[src/rtl/manual_coloring_solver.sv]
// Depth-first backtracking colorer for a fixed 6-vertex tree (v0-v1, v1-v2, v1-v5, v2-v3, v3-v4)
// with individually enabled edges. The solver tries one candidate color per cycle.
module manual_coloring_solver #(
    parameter int unsigned STEP_W = 12
) (
    input  logic              clk,
    input  logic              rst_n,
    input  logic              start,
    input  logic [4:0]        edge_mask,
    input  logic [1:0]        max_color,
    output logic              busy,
    output logic              done,
    output logic              found,
    output logic [11:0]       coloring,
    output logic [STEP_W-1:0] steps
);

    typedef enum logic [1:0] {
        S_IDLE,
        S_TEST,
        S_POP,
        S_DONE
    } state_t;

    state_t              state_q;
    logic [4:0]          mask_q;
    logic [1:0]          maxc_q;
    logic [2:0]          v_q;
    logic [2:0]          c_q;
    logic [11:0]         col_q;
    logic                busy_q;
    logic                done_q;
    logic                found_q;
    logic [11:0]         coloring_q;
    logic [STEP_W-1:0]   steps_q;

    logic [STEP_W-1:0]   steps_d;
    logic [11:0]         col_d;
    logic [2:0]          v_prev;
    logic [1:0]          prev_col;
    logic [2:0]          nbr_idx;
    logic                nbr_en;
    logic [1:0]          nbr_col;
    logic                conflict;
    logic                exhausted;

    // Every vertex has at most one lower-index neighbour in this tree.
    always_comb begin
        nbr_idx = 3'd0;
        nbr_en  = 1'b0;
        case (v_q)
            3'd1: begin nbr_idx = 3'd0; nbr_en = mask_q[0]; end
            3'd2: begin nbr_idx = 3'd1; nbr_en = mask_q[1]; end
            3'd3: begin nbr_idx = 3'd2; nbr_en = mask_q[3]; end
            3'd4: begin nbr_idx = 3'd3; nbr_en = mask_q[4]; end
            3'd5: begin nbr_idx = 3'd1; nbr_en = mask_q[2]; end
            default: begin nbr_idx = 3'd0; nbr_en = 1'b0; end
        endcase
    end

    always_comb begin
        nbr_col   = col_q[{nbr_idx, 1'b0} +: 2];
        conflict  = nbr_en && (c_q == {1'b0, nbr_col});
        exhausted = (c_q > {1'b0, maxc_q});
        v_prev    = v_q - 3'd1;
        prev_col  = col_q[{v_prev, 1'b0} +: 2];
        steps_d   = (&steps_q) ? steps_q : steps_q + STEP_W'(1);
        col_d     = col_q;
        col_d[{v_q, 1'b0} +: 2] = c_q[1:0];
    end

    always_ff @(posedge clk or negedge rst_n) begin
        if (!rst_n) begin
            state_q    <= S_IDLE;
            mask_q     <= '0;
            maxc_q     <= '0;
            v_q        <= '0;
            c_q        <= '0;
            col_q      <= '0;
            busy_q     <= 1'b0;
            done_q     <= 1'b0;
            found_q    <= 1'b0;
            coloring_q <= '0;
            steps_q    <= '0;
        end else begin
            done_q <= 1'b0;
            case (state_q)
                S_IDLE: begin
                    if (start) begin
                        mask_q     <= edge_mask;
                        maxc_q     <= max_color;
                        steps_q    <= '0;
                        v_q        <= '0;
                        c_q        <= '0;
                        col_q      <= '0;
                        found_q    <= 1'b0;
                        coloring_q <= '0;
                        busy_q     <= 1'b1;
                        state_q    <= S_TEST;
                    end
                end
                S_TEST: begin
                    steps_q <= steps_d;
                    if (exhausted) begin
                        state_q <= S_POP;
                    end else if (conflict) begin
                        c_q <= c_q + 3'd1;
                    end else begin
                        col_q <= col_d;
                        if (v_q == 3'd5) begin
                            found_q    <= 1'b1;
                            coloring_q <= col_d;
                            busy_q     <= 1'b0;
                            done_q     <= 1'b1;
                            state_q    <= S_DONE;
                        end else begin
                            v_q <= v_q + 3'd1;
                            c_q <= 3'd0;
                        end
                    end
                end
                S_POP: begin
                    if (v_q == 3'd0) begin
                        busy_q  <= 1'b0;
                        done_q  <= 1'b1;
                        state_q <= S_DONE;
                    end else begin
                        v_q     <= v_prev;
                        c_q     <= {1'b0, prev_col} + 3'd1;
                        state_q <= S_TEST;
                    end
                end
                S_DONE: begin
                    state_q <= S_IDLE;
                end
                default: begin
                    state_q <= S_IDLE;
                end
            endcase
        end
    end

    assign busy     = busy_q;
    assign done     = done_q;
    assign found    = found_q;
    assign coloring = coloring_q;
    assign steps    = steps_q;

endmodule

[config.mk]
export PLATFORM = sky130hd
export DESIGN_NAME = manual_coloring_solver
export DESIGN_NICKNAME = d
export VERILOG_FILES = /design/src/rtl/manual_coloring_solver.sv
export SDC_FILE = /design/constraint.sdc
export NUM_CORES = 1
export LEC_CHECK = 0
export CAP_MARGIN = 5
export CORE_UTILIZATION = 39
export DETAILED_ROUTE_END_ITERATION = 10
export PLACE_DENSITY = 0.66
export SLEW_MARGIN = 20
export SYNTH_ARGS = -nofsm -noshare
export SYNTH_HDL_FRONTEND = slang
export SYNTH_SLANG_ARGS = --single-unit
[constraint.sdc]
create_clock -name clk -period 4.2 [get_ports clk]
set_input_delay 0.42 -clock clk [delete_from_list [all_inputs] [get_ports clk]]
set_output_delay 0.42 -clock clk [all_outputs]
set_load 0.1 [all_outputs]
Word level (Yosys, flattened, before mapping)
Index checks and enable logic that the tools add are counted.
- logic and storage cells: 103
- input port bits: 10
- output and inout bits: 27
- register bits after elaboration: 54
- eq/ne operators: 20
- add/subtract/negate cells: 6
- shifts and indexed selects: 4
- muxes and demuxes: 46
- reduce and logical (&&, ||, !) cells: 15
- $lt $le $gt $ge: 1
- operator list (kind ; count):
    two-way mux 12 bit ; 7
    one-hot mux 12 bit (2 select lines) ; 3
    two-way mux 3 bit ; 9
    indexed part select 12 x 5 -> 2 bit ; 2
    one-hot mux 3 bit (3 select lines) ; 2
    != test 2 bit (second input constant) ; 8
    two-way mux 1 bit ; 13
    adder 12 x 1 -> 12 bit (second input constant) ; 1
    bitwise mux 12 bit ; 1
    AND reduction 12 bit ; 1
    AND reduction 6 bit ; 2
    variable shift 2 x 6 -> 12 bit (first input constant) ; 1
    indexed part select 2 x 6 -> 12 bit ; 1
    two-way mux 2 bit ; 5
    AND reduction 5 bit ; 2
    != test 3 bit (second input constant) ; 3
    one-hot mux 2 bit (4 select lines) ; 1
    adder 3 x 1 -> 3 bit (second input constant) ; 2
    equality test 3 x 2 -> 1 bit (second input constant) ; 2
    equality test 3 bit (second input constant) ; 2
    negator 4 -> 6 bit ; 1
    one-hot mux 2 bit (3 select lines) ; 1
    AND reduction 3 bit ; 2
    one-hot mux 1 bit (5 select lines) ; 1
    17 further kinds ; 19

Logic depth before layout (Yosys ltp)
Gate-level depths: netlist of the first run.
- depth after elaboration: 9
- mapped depth: 11
- depth with buffers taken out: 9

Worst setup path before layout of the first run
No wires, ideal clock.
- kind: reg2reg
- from: reg v_q[0]
- to: reg col_q[5]
- data arrival time: 2.918 ns
- setup time: 0.125 ns
- stages on the path, launching flop included: 12
- setup slack: 1.158 ns
- required time: 4.075 ns
- buffers on the path: 2
- cell sequence: dfrtp_1 -> clkbuf_8 -> inv_1 -> ha_1 -> ha_1 -> a211oi_4 -> mux4_2 -> xnor2_2 -> and2_4 -> buf_6 -> a21oi_1 -> mux2_2
- cells in the longest elaborated chain, start to end: 8
- elaborated cells between the ends (all ways): 20
- classes of those cells: 1 x add/sub; 7 x eq/ne; 3 x shift; 6 x mux; 3 x reduce/logical
- RTL lines (what ; RTL line ; RTL):
    start: declaration ; 28 ; logic [2:0] v_q;
    start signal: assignment ; 117 ; v_q <= v_q + 3'd1;
    start signal: assignment ; 128 ; v_q <= v_prev;
    equality test 3 bit / equality test 3 x 2 -> 1 bit (equally long branches) ; 51 ; case (v_q)
    OR reduction 2 bit (no source line) ; - ;
    one-hot mux 2 bit (3 select lines) ; 51 ;
    indexed part select 12 x 5 -> 2 bit ; 62 ; nbr_col = col_q[{nbr_idx, 1'b0} +: 2];
    equality test 3 x 2 -> 1 bit ; 63 ; conflict = nbr_en && (c_q == {1'b0, nbr_col});
    logical AND 1 bit ; 63 ;
    != test 2 bit (no source line) ; - ;
    AND reduction 4 bit (no source line) ; - ;
    end signal: assignment ; 109 ; col_q <= col_d;
    end: declaration ; 30 ; logic [11:0] col_q;
Several ways; a longest one is shown, not always the timed one. The select of a mux whose other input is x is not followed.
A chain may end at the register's enable or synchronous reset.

Worst setup path in the final report of the first run
- from: reg v_q[0]
- to: reg c_q[0]
- cells in the longest elaborated chain, start to end: 9
- elaborated cells between the ends (all ways): 22
- classes of those cells: 2 x add/sub; 8 x eq/ne; 2 x shift; 6 x mux; 4 x reduce/logical
- RTL lines (what ; RTL line ; RTL):
    equality test 3 bit / equality test 3 x 2 -> 1 bit (equally long branches) ; 51, 110 ;
    OR reduction 2 bit (no source line) ; - ;
    one-hot mux 2 bit (3 select lines) ; 51 ;
    indexed part select 12 x 5 -> 2 bit ; 62 ;
    equality test 3 x 2 -> 1 bit ; 63 ;
    logical AND 1 bit ; 63 ;
    two-way mux 3 bit ; 106 ; end else if (conflict) begin
    two-way mux 3 bit ; 104 ; if (exhausted) begin
    one-hot mux 3 bit (3 select lines) ; 87 ; case (state_q)
    end signal: assignment ; 107 ; c_q <= c_q + 3'd1;
    end signal: assignment ; 129 ; c_q <= {1'b0, prev_col} + 3'd1;
    end: declaration ; 29 ; logic [2:0] c_q;
Several ways; a longest one is shown, not always the timed one. The select of a mux whose other input is x is not followed.

==> results.json, run 1 <==
{
  "grt_first_pass_wirelength_um": 13900,
  "multi_input_area_um2": 2010,
  "power.clock.fraction_pct": 14.2,
  "synth_most_common_cell": "sky130_fd_sc_hd__dfrtp_1",
  "synthesis.area_per_instance_um2": 9.61,
  "ff_latch_area_um2": 1350,
  "yosys_register_bits": 54,
  "final-max-slew-violation-count": 0,
  "final_design_area_no_fill_um2": 4040,
  "seqPwrFrac_pct": 28.1,
  "worst-endpoint-required_ns": 4.43,
  "worst-slew-pin-transition_ns": 1.04,
  "rows": 34,
  "clkLatencyLatePin_ns": 0.31,
  "critical_path.endpoint_type": "flip-flop",
  "timing.setup.tns_ns": 0,
  "timing.critical_path.slowest_stage_cell": "sky130_fd_sc_hd__mux4_2",
  "total_power_mw": 2.59,
  "crit_arrival_ns": 3.64,
  "fmax_mhz": 294,
  "rsz_0062_raised_after_global_routing": "no",
  "clock_skew_ns": 0.00618,
  "timing.max_cap.violations": 0,
  "postRouteAntennaNets": 0,
  "cell_internal_pwr_mw": 1.31,
  "post_drt_via_cell_ratio": 5.75,
  "port_buffers": 36,
  "netlist_area_um2": 3530,
  "timing.reg2reg.setup_slack_ns": 0.79,
  "synth.cells.most_frequent": "sky130_fd_sc_hd__dfrtp_1, sky130_fd_sc_hd__nand2_1, sky130_fd_sc_hd__nor2_1",
  "critical_path.top_delay_family": "multiplexers",
  "reg2regPathDepth": 9,
  "final.period_utilization_pct": 81.1,
  "grt_util_all_layers_pct": 18.1,
  "pin_count_of_the_biggest_net_entering_global_routing": 55,
  "worst_vdd_drop_v": 0.000291,
  "area_added_between_synthesis_and_finish_pct": 14.6,
  "post_cts.resized_instances": 0,
  "reg2reg_from": "v_q[0]",
  "wl_per_cell_um": 16.4,
  "synth.yosys.seq_area_share_pct": 38.3,
  "share_comb_of_total_power_pct": 57.7,
  "grt_overflow_total": 0,
  "drt_wl_total_um": 8270,
  "fillCellCount": 832,
  "layout_min_cycle_time_ns": 3.41,
  "sw_ratio_pct": 49.6,
  "cellPowerDensity_nw_per_um2": 641,
  "critPathLaunchType": "flip-flop",
  "worstPathCellList": "inv_1 -> ha_1 -> ha_1 -> a211oi_4 -> mux4_2 -> xnor2_2 -> nand2_2 -> o21ai_0 -> mux2i_1",
  "timing.critical_path.mode_cell": "sky130_fd_sc_hd__ha_1",
  "die_area_um2": 9420,
  "slew_headroom_pct": 30.7,
  "clockBufferDepth": 2,
  "grt.busiest_layer": "met2",
  "power.switching_mw": 1.29,
  "cts_hold_buf": 0,
  "final_layout_size_suffix_gt1_share_pct": 11.8,
  "setup_violations": 0,
  "number_of_antenna_violations_at_the_first_check_in_global_routing": 0,
  "ys_top_cells_by_area": "sky130_fd_sc_hd__dfrtp_1, sky130_fd_sc_hd__ha_1, sky130_fd_sc_hd__mux2i_1",
  "critPathBufInv": 1,
  "outcome": "finished clean",
  "asyncSetResetFlopFracSynth_pct": 100,
  "ys.warnings.count": 0,
  "dieWidth_um": 97.1,
  "synth_top_area_cell": "sky130_fd_sc_hd__dfrtp_1",
  "whs_ns": 0.219,
  "diode_insertion_count_for_antenna_repair": 0,
  "first_pass_iters": 5,
  "netlist.area_leader.share_pct": 38.3,
  "regToRegEndpoint": "c_q[0]",
  "ctsHtreeMaxLevel": 2,
  "grt_use_met3_pct": 2.95,
  "fp.coreArea_um2": 8720,
  "die_height_um": 97.1,
  "report.final.hold_viol_count": 0,
  "initial_utilization_pct": 40.4,
  "detailroute.via_count": 2903,
  "crit_path_max_incr_delay_ns": 0.60,
  "post-route-drc-count": 0,
  "synth_nets": 395,
  "postCtsSetupRepairBufs": 0,
  "cts.sink_count": 54,
  "post_synth_num_cell_types": 61,
  "critPathKind": "flip-flop to flip-flop",
  "clock_transition_at_the_registers_of_the_reported_paths_ns": 0.11,
  "number_of_global_route_vias_before_repair": 2762,
  "p_leak_nw": 1.74,
  "initialDrtViolationCount": 295,
  "met1_usage_pct": 26.2,
  "finish.net_count": 424,
  "hold_path.class": "input port to asynchronous set/reset pin",
  "cts.root.buffer_cell": "sky130_fd_sc_hd__clkbuf_8",
  "syn-instance-count": 367,
  "place.gp.congestion": 0.853,
  "boundaryPins": 37,
  "postSynth.topFlopCell": "sky130_fd_sc_hd__dfrtp_1",
  "top_fanout_value_on_the_critical_path": 15,
  "tritoncts": "built",
  "cts_made_buffers": 5,
  "hpwlAfterDp_um": 5780,
  "placedInstanceArea_um2": 3930,
  "grtUsageMet2_pct": 27.5,
  "finish.utilization_pct": 46.3,
  "synth-edff-count": 0
}
through the flow:
step                instances  setup WS (ns)
floorplan                 367           1.16
global placement          497           1.00
detailed placement        497          0.817
CTS                       505          0.779
global route              505          0.530
finish                    505          0.793
worst register-to-register path, cell delays in order (launching register included):
cell                       delay [ns]
sky130_fd_sc_hd__dfrtp_1         0.36
sky130_fd_sc_hd__inv_1           0.13
sky130_fd_sc_hd__ha_1            0.29
sky130_fd_sc_hd__ha_1            0.25
sky130_fd_sc_hd__a211oi_4        0.34
sky130_fd_sc_hd__mux4_2          0.60
sky130_fd_sc_hd__xnor2_2         0.31
sky130_fd_sc_hd__nand2_2         0.34
sky130_fd_sc_hd__o21ai_0         0.44
sky130_fd_sc_hd__mux2i_1         0.26
registers in the layout, indices dropped and copies added, names as in the netlist:
name and flops:
col_q 12, coloring 12, steps 12, mask_q 5, c_q 3, v_q 3, maxc_q 2, state_q 2
busy 1, done 1, found 1
final cells by class:
type	count	area share, %
Multi-Input combinational cell	283	49.8
Sequential cell	54	33.4
Timing Repair Buffer	41	9.72
Tap cell	108	3.34
Clock buffer	6	1.80
Inverter	11	1.02
Clock inverter	2	0.929
worst max path at each step:
stage | startpoint | to | slack [ns] | cells past startpoint
after floorplan | v_q[0] | col_q[5] | 1.16 | 11
after global placement | v_q[0] | c_q[0] | 1.00 | 9
after detailed placement | v_q[0] | c_q[0] | 0.82 | 9
after CTS | v_q[0] | c_q[0] | 0.78 | 9
after global routing | v_q[0] | c_q[0] | 0.53 | 9
final | v_q[0] | c_q[0] | 0.79 | 9
cell families after synthesis:
logic type | Yosys count | synth area share [%]
AOI/OAI and AO/OA | 83 | 16.8
xor gates and xnor gates | 12 | 3.19
adders and majority gates | 18 | 6.39
buffers and inverters | 30 | 4.65
DFF | 54 | 38.3
muxes | 38 | 12.7
and+or+nand+nor | 132 | 18.0
cell usage in the layout (no fill, tap or decap), drive strengths merged, types with 3 or more instances in the layout:
master,n
clkdlybuf4s50,35
mux2i,22
ha,18
nor2b,3
a21oi,12
dfrtp,54
o22a,3
mux2,13
o21ai,30
nor2,36
and3,7
nand4,5
clkbuf,6
buf,6
nor4,3
nor3,4
a32oi,9
xor2,9
inv,10
a21o,3
nand2b,3
a31oi,7
nand2,47
xnor2,3
mux4,3
a221o,4
nand3,10
power groups by stage:
stage / Clock (mW) / Sequential, mW / Combinational [mW]
final: 0.368 / 0.729 / 1.49
after global routing: 0.392 / 0.746 / 1.63
after CTS: 0.373 / 0.728 / 1.49
after detailed placement: 0 / 0.738 / 1.48
after global placement: 0 / 0.735 / 1.46
after floorplan: 0 / 0.885 / 1.05
metal layers:
layer	part of all wire [%]	wire length (um)
met5	0	0
met4	2.1	175
met3	4.8	397
met2	45	3710
met1	48	3990
Power figures use the tool's default switching activity.
==> inputs of run 2 (changes only) <==
--- a/config.mk
+++ b/config.mk
@@ -8,7 +8,7 @@
 export CAP_MARGIN = 5
 export CORE_UTILIZATION = 39
 export DETAILED_ROUTE_END_ITERATION = 10
-export PLACE_DENSITY = 0.66
+export PLACE_DENSITY = 0.69
 export SLEW_MARGIN = 20
 export SYNTH_ARGS = -nofsm -noshare
 export SYNTH_HDL_FRONTEND = slang
==> constraint.sdc (replaced) <==
create_clock -name clk -period 2.95 [get_ports clk]
set_input_delay 0.295 -clock clk [delete_from_list [all_inputs] [get_ports clk]]
set_output_delay 0.295 -clock clk [all_outputs]
set_load 0.1 [all_outputs]
==> run 2 against run 1 <==
Largest cell class unchanged. Maximum frequency increased by 20%. Core utilization increased by 1.9 points. Cell area increased by 4.1%. Critical path depth unchanged. Register-to-register slack got worse by 0.68 ns. Die area unchanged.
==> results.json, run 2 (synthesis results as in run 1) <==
{
  "outcome": "finished clean",
  "diode_insertion_count_for_antenna_repair": 0,
  "crit_arrival_ns": 3.05,
  "fp.coreArea_um2": 8720,
  "crit_path_max_incr_delay_ns": 0.63,
  "place_worst_setup_slack_ns": 0.0576,
  "number_of_antenna_violations_at_the_first_check_in_global_routing": 0,
  "worstPathCellList": "inv_2 -> ha_4 -> ha_4 -> a211oi_4 -> mux4_2 -> xnor2_4 -> and2_4 -> a21oi_1 -> mux2_2",
  "clockBufferDepth": 2,
  "layout_setup_ws_ns": 0.108,
  "multi_input_area_um2": 2070,
  "setup_violations": 0,
  "critPathBufInv": 1,
  "fmax_mhz": 352,
  "die_area_um2": 9420,
  "initialDrtViolationCount": 197,
  "postRouteAntennaNets": 0,
  "grt_first_pass_wirelength_um": 14300,
  "timing.critical_path.mode_cell": "sky130_fd_sc_hd__ha_4",
  "critical_path.top_delay_family": "multiplexers",
  "hpwlAfterDp_um": 6280,
  "layout_min_cycle_time_ns": 2.84,
  "critPathLaunchType": "flip-flop",
  "detailroute.via_count": 3011,
  "port_buffers": 36,
  "grt_overflow_total": 0,
  "final-max-slew-violation-count": 0,
  "drt_wl_total_um": 8450,
  "worst_vdd_drop_v": 0.000653,
  "top_fanout_value_on_the_critical_path": 8,
  "post-route-drc-count": 0,
  "wl_per_cell_um": 16.0,
  "clock_transition_at_the_registers_of_the_reported_paths_ns": 0.11,
  "finish.net_count": 447,
  "first_pass_iters": 4,
  "pin_count_of_the_biggest_net_entering_global_routing": 28,
  "hold_path.class": "input port to asynchronous set/reset pin",
  "die_height_um": 97.1,
  "final_layout_size_suffix_gt1_share_pct": 24.8,
  "grt_util_all_layers_pct": 18.3,
  "p_leak_nw": 1.91,
  "clkLatencyLatePin_ns": 0.32,
  "cellPowerDensity_nw_per_um2": 920,
  "critical_path.endpoint_type": "flip-flop",
  "critPathKind": "flip-flop to flip-flop",
  "area_added_between_synthesis_and_finish_pct": 19.3,
  "fillCellCount": 806,
  "tritoncts": "built",
  "slew_headroom_pct": 55.5,
  "post_drt_via_cell_ratio": 5.70,
  "rows": 34,
  "worst-endpoint-required_ns": 3.16,
  "cts.sink_count": 54,
  "cts.root.buffer_cell": "sky130_fd_sc_hd__clkbuf_8",
  "report.final.hold_viol_count": 0,
  "initial_utilization_pct": 40.4,
  "whs_ns": 0.510,
  "timing.critical_path.slowest_stage_cell": "sky130_fd_sc_hd__mux4_2",
  "timing.max_cap.violations": 0,
  "layout_commonest_cell": "sky130_fd_sc_hd__buf_4",
  "ctsHtreeMaxLevel": 2,
  "worst-slew-pin-transition_ns": 0.665,
  "final.period_utilization_pct": 96.3,
  "dieWidth_um": 97.1,
  "ff_latch_area_um2": 1360,
  "boundaryPins": 37,
  "number_of_global_route_vias_before_repair": 2804,
  "final_cell_mix": "sky130_fd_sc_hd__buf_4, sky130_fd_sc_hd__dfrtp_1, sky130_fd_sc_hd__nand2_1",
  "place.gp.congestion": 0.889,
  "clock_skew_ns": 0.00909,
  "cts_made_buffers": 5
}
-- run 2: layout make-up --
type	count	share of cell area, %
Inverter	11	0.982
Sequential cell	54	32.2
Clock inverter	2	0.387
Multi-Input combinational cell	283	49.2
Timing Repair Buffer	64	12.3
Tap cell	108	3.21
Clock buffer	6	1.73
-- run 2: path summary, 6_finish.rpt --
check	start	end	slack, ns	cells after the start
max in group asynchronous	rst_n	v_q[2]	1.77	3
worst min register to register	found	found	0.52	2
worst min-delay path	rst_n	coloring[10]	0.51	2
worst max register to register	v_q[0]	col_q[5]	0.11	9
worst max-delay path	v_q[0]	col_q[5]	0.11	9
min in group clk	found	found	0.52	2
-- run 2: per-stage QoR --
step	setup TNS [ns]	instances	utilization, %	cell area [um^2]	power (mW)
CTS	0	524	47.2	4120	3.78
global route	-0.0154	528	48.2	4210	4.14
finish	0	528	48.2	4210	3.87
floorplan	0	367	-	3530	2.76
detailed placement	0	515	46.1	4020	3.33
global placement	0	515	46.1	4020	3.30
-- run 2: routing by layer --
layer	vias to the layer above	global-route usage (%)	part of all wire, %
met5	-	0	0
met4	0	4.71	1.9
met3	17	3.17	5.8
met2	99	28.0	45
met1	1459	26.7	48
li1	1436	-	-
-- run 2: repair_timing --
action	in CTS	in global routing
setup endpoints to repair	0	34
gates resized for setup	0	14
hold endpoints to repair	25	0
hold buffers	1	0
setup buffers	0	4
-- run 2: power breakdown --
part | switching [mW] | internal (mW)
logic | 1.48 | 0.913
clock network | 0.265 | 0.171
registers | 0.157 | 0.886
-- run 2: worst register-to-register path: stages (launching register included) --
cell and delay [ns]:
sky130_fd_sc_hd__dfrtp_1 0.42, sky130_fd_sc_hd__inv_2 0.09, sky130_fd_sc_hd__ha_4 0.19, sky130_fd_sc_hd__ha_4 0.17, sky130_fd_sc_hd__a211oi_4 0.31, sky130_fd_sc_hd__mux4_2 0.63, sky130_fd_sc_hd__xnor2_4 0.21, sky130_fd_sc_hd__and2_4 0.22
sky130_fd_sc_hd__a21oi_1 0.16, sky130_fd_sc_hd__mux2_2 0.34
==> RTL edit: new RTL, flow settings as in run 1 <==
Encoding of `state_t`: now one-hot (4 bits for 4 states).
--- a/src/rtl/manual_coloring_solver.sv
+++ b/src/rtl/manual_coloring_solver.sv
@@ -16,9 +16,9 @@
 );
 
-    typedef enum logic [1:0] {
-        S_IDLE,
-        S_TEST,
-        S_POP,
-        S_DONE
+    typedef enum logic [3:0] {
+        S_IDLE = 4'b0001,
+        S_TEST = 4'b0010,
+        S_POP  = 4'b0100,
+        S_DONE = 4'b1000
     } state_t;
 
Formal check against the unedited RTL: no difference found for any inputs over 10 cycles, from zero or initial values and one cycle with rst_n low; not proved beyond that.
==> RTL edit against run 1 <==
Worst setup slack got worse by 0.086 ns. Area after synthesis fell by 11%. Sequential cell count rose by 2. Hold slack got worse by 0.0030 ns. Power fell by 28%. Clock skew rose by 0.0020 ns. Design area fell by 8.6%. Non-clock buffer count fell by 1. Routed wire length fell by 19%.
==> RTL edit: results (changes against run 1) <==
| Metric | Value |
|---|---|
| Pleak | `1.653 nW (-5.2%)` |
| Initial DRC Count | `175 (-41%)` |
| First-pass GRT wire length | `11640 um (-16%)` |
| Met1 Usage GRT | `24.14% (-2.0 points)` |
| Half-perimeter wire length after detailed placement | `4787 um (-17%)` |
| Cell variety after synth | `53 (-13%)` |
| Reg2Reg Capture Point | `coloring[4]` |
| Adder-cell share of the synthesized area | `5.196% (-1.2 points)` |
| Met3 global-route usage | `3.434% (+0.48 points)` |
| Fin cells | `435 (-14%)` |
| Placed instance area | `3581 um^2 (-8.9%)` |
| Top cells by count, synth | `dfrtp_1, nand2_1, mux2i_1, nor2_1, ha_1` |
| Largest net degree at the start of global routing | `57 (+3.6%)` |
| Vias in the first global route | `2382 (-14%)` |
| Xor/xnor cell area share of the yosys netlist | `3.078% (-0.12 points)` |
| Post-synthesis compound-gate area fraction | `12.15% (-4.7 points)` |
| Worst EP arrival | `3.70 ns (+0.06 ns)` |
| Hold WS | `0.2162 ns (-0.002961 ns)` |
| Setup Slack @ Placement | `0.6731 ns (-0.1434 ns)` |
| GR Util met2 | `27.26% (-0.21 points)` |
| Dominant cells by area after synthesis | `dfrtp_1, mux2i_1, nand2_1` |
| Nets | `355 (-16%)` |
| Status | `completed` |
| WL final | `6719 um (-19%)` |
| RePlAce Congestion | `0.8721 (+2.2%)` |
-- RTL edit: cell types whose count changed after synthesis, moves of 4 or more --
cell	change
or3_1	+6
a221o_1	-4
a31oi_1	-6
ha_1	-5
a32oi_1	-8
o21ai_0	-22
mux2_2	-8
nor2_1	-21
mux2_1	+5
nand3_1	-7
o2bb2ai_1	+8
-- RTL edit: critical path: stages (launching register included) --
cell and delay [ns]:
dfrtp_1 0.68, inv_1 0.19, ha_1 0.31, ha_1 0.24
a211oi_2 0.24, mux2i_1 0.25, xor2_1 0.12, or3_1 0.57
a21oi_4 0.43, mux2_1 0.36
-- RTL edit: power by group through the flow --
stage          combinational, mW  clock (mW)  sequential (mW)
2_1_floorplan              0.634           0            0.732
3_3_place_gp               0.793           0            0.712
3_5_place_dp               0.809           0            0.715
4_1_cts                    0.812       0.372            0.704
5_1_grt                    0.894       0.397            0.717
6_report                   0.810       0.361            0.702
-- RTL edit: routing by layer --
layer | wire [um] | part of all wire [%]
met3 | 343 | 5.1
met5 | 0 | 0
met1 | 3117 | 46
met2 | 3147 | 47
met4 | 111 | 1.7
-- RTL edit: kinds of logic (layout without fill, tap and decap cells) --
group / count (synthesis) / in the layout
xor gates and xnor gates: 11 / 11
and+or+nand+nor: 110 / 110
AOI/OAI and AO/OA: 47 / 47
buffers and inverters: 22 / 58
muxes: 38 / 38
DFF: 56 / 56
adders and majority gates: 13 / 13
-- RTL edit: layout make-up --
class	count	area [um^2]
Fill cell	710	4035
Clock buffer	6	72.57
Sequential cell	56	1403
Inverter	10	37.54
Tap cell	102	127.6
Clock inverter	2	38.79
Multi-Input combinational cell	219	1628
Timing Repair Buffer	40	385.4
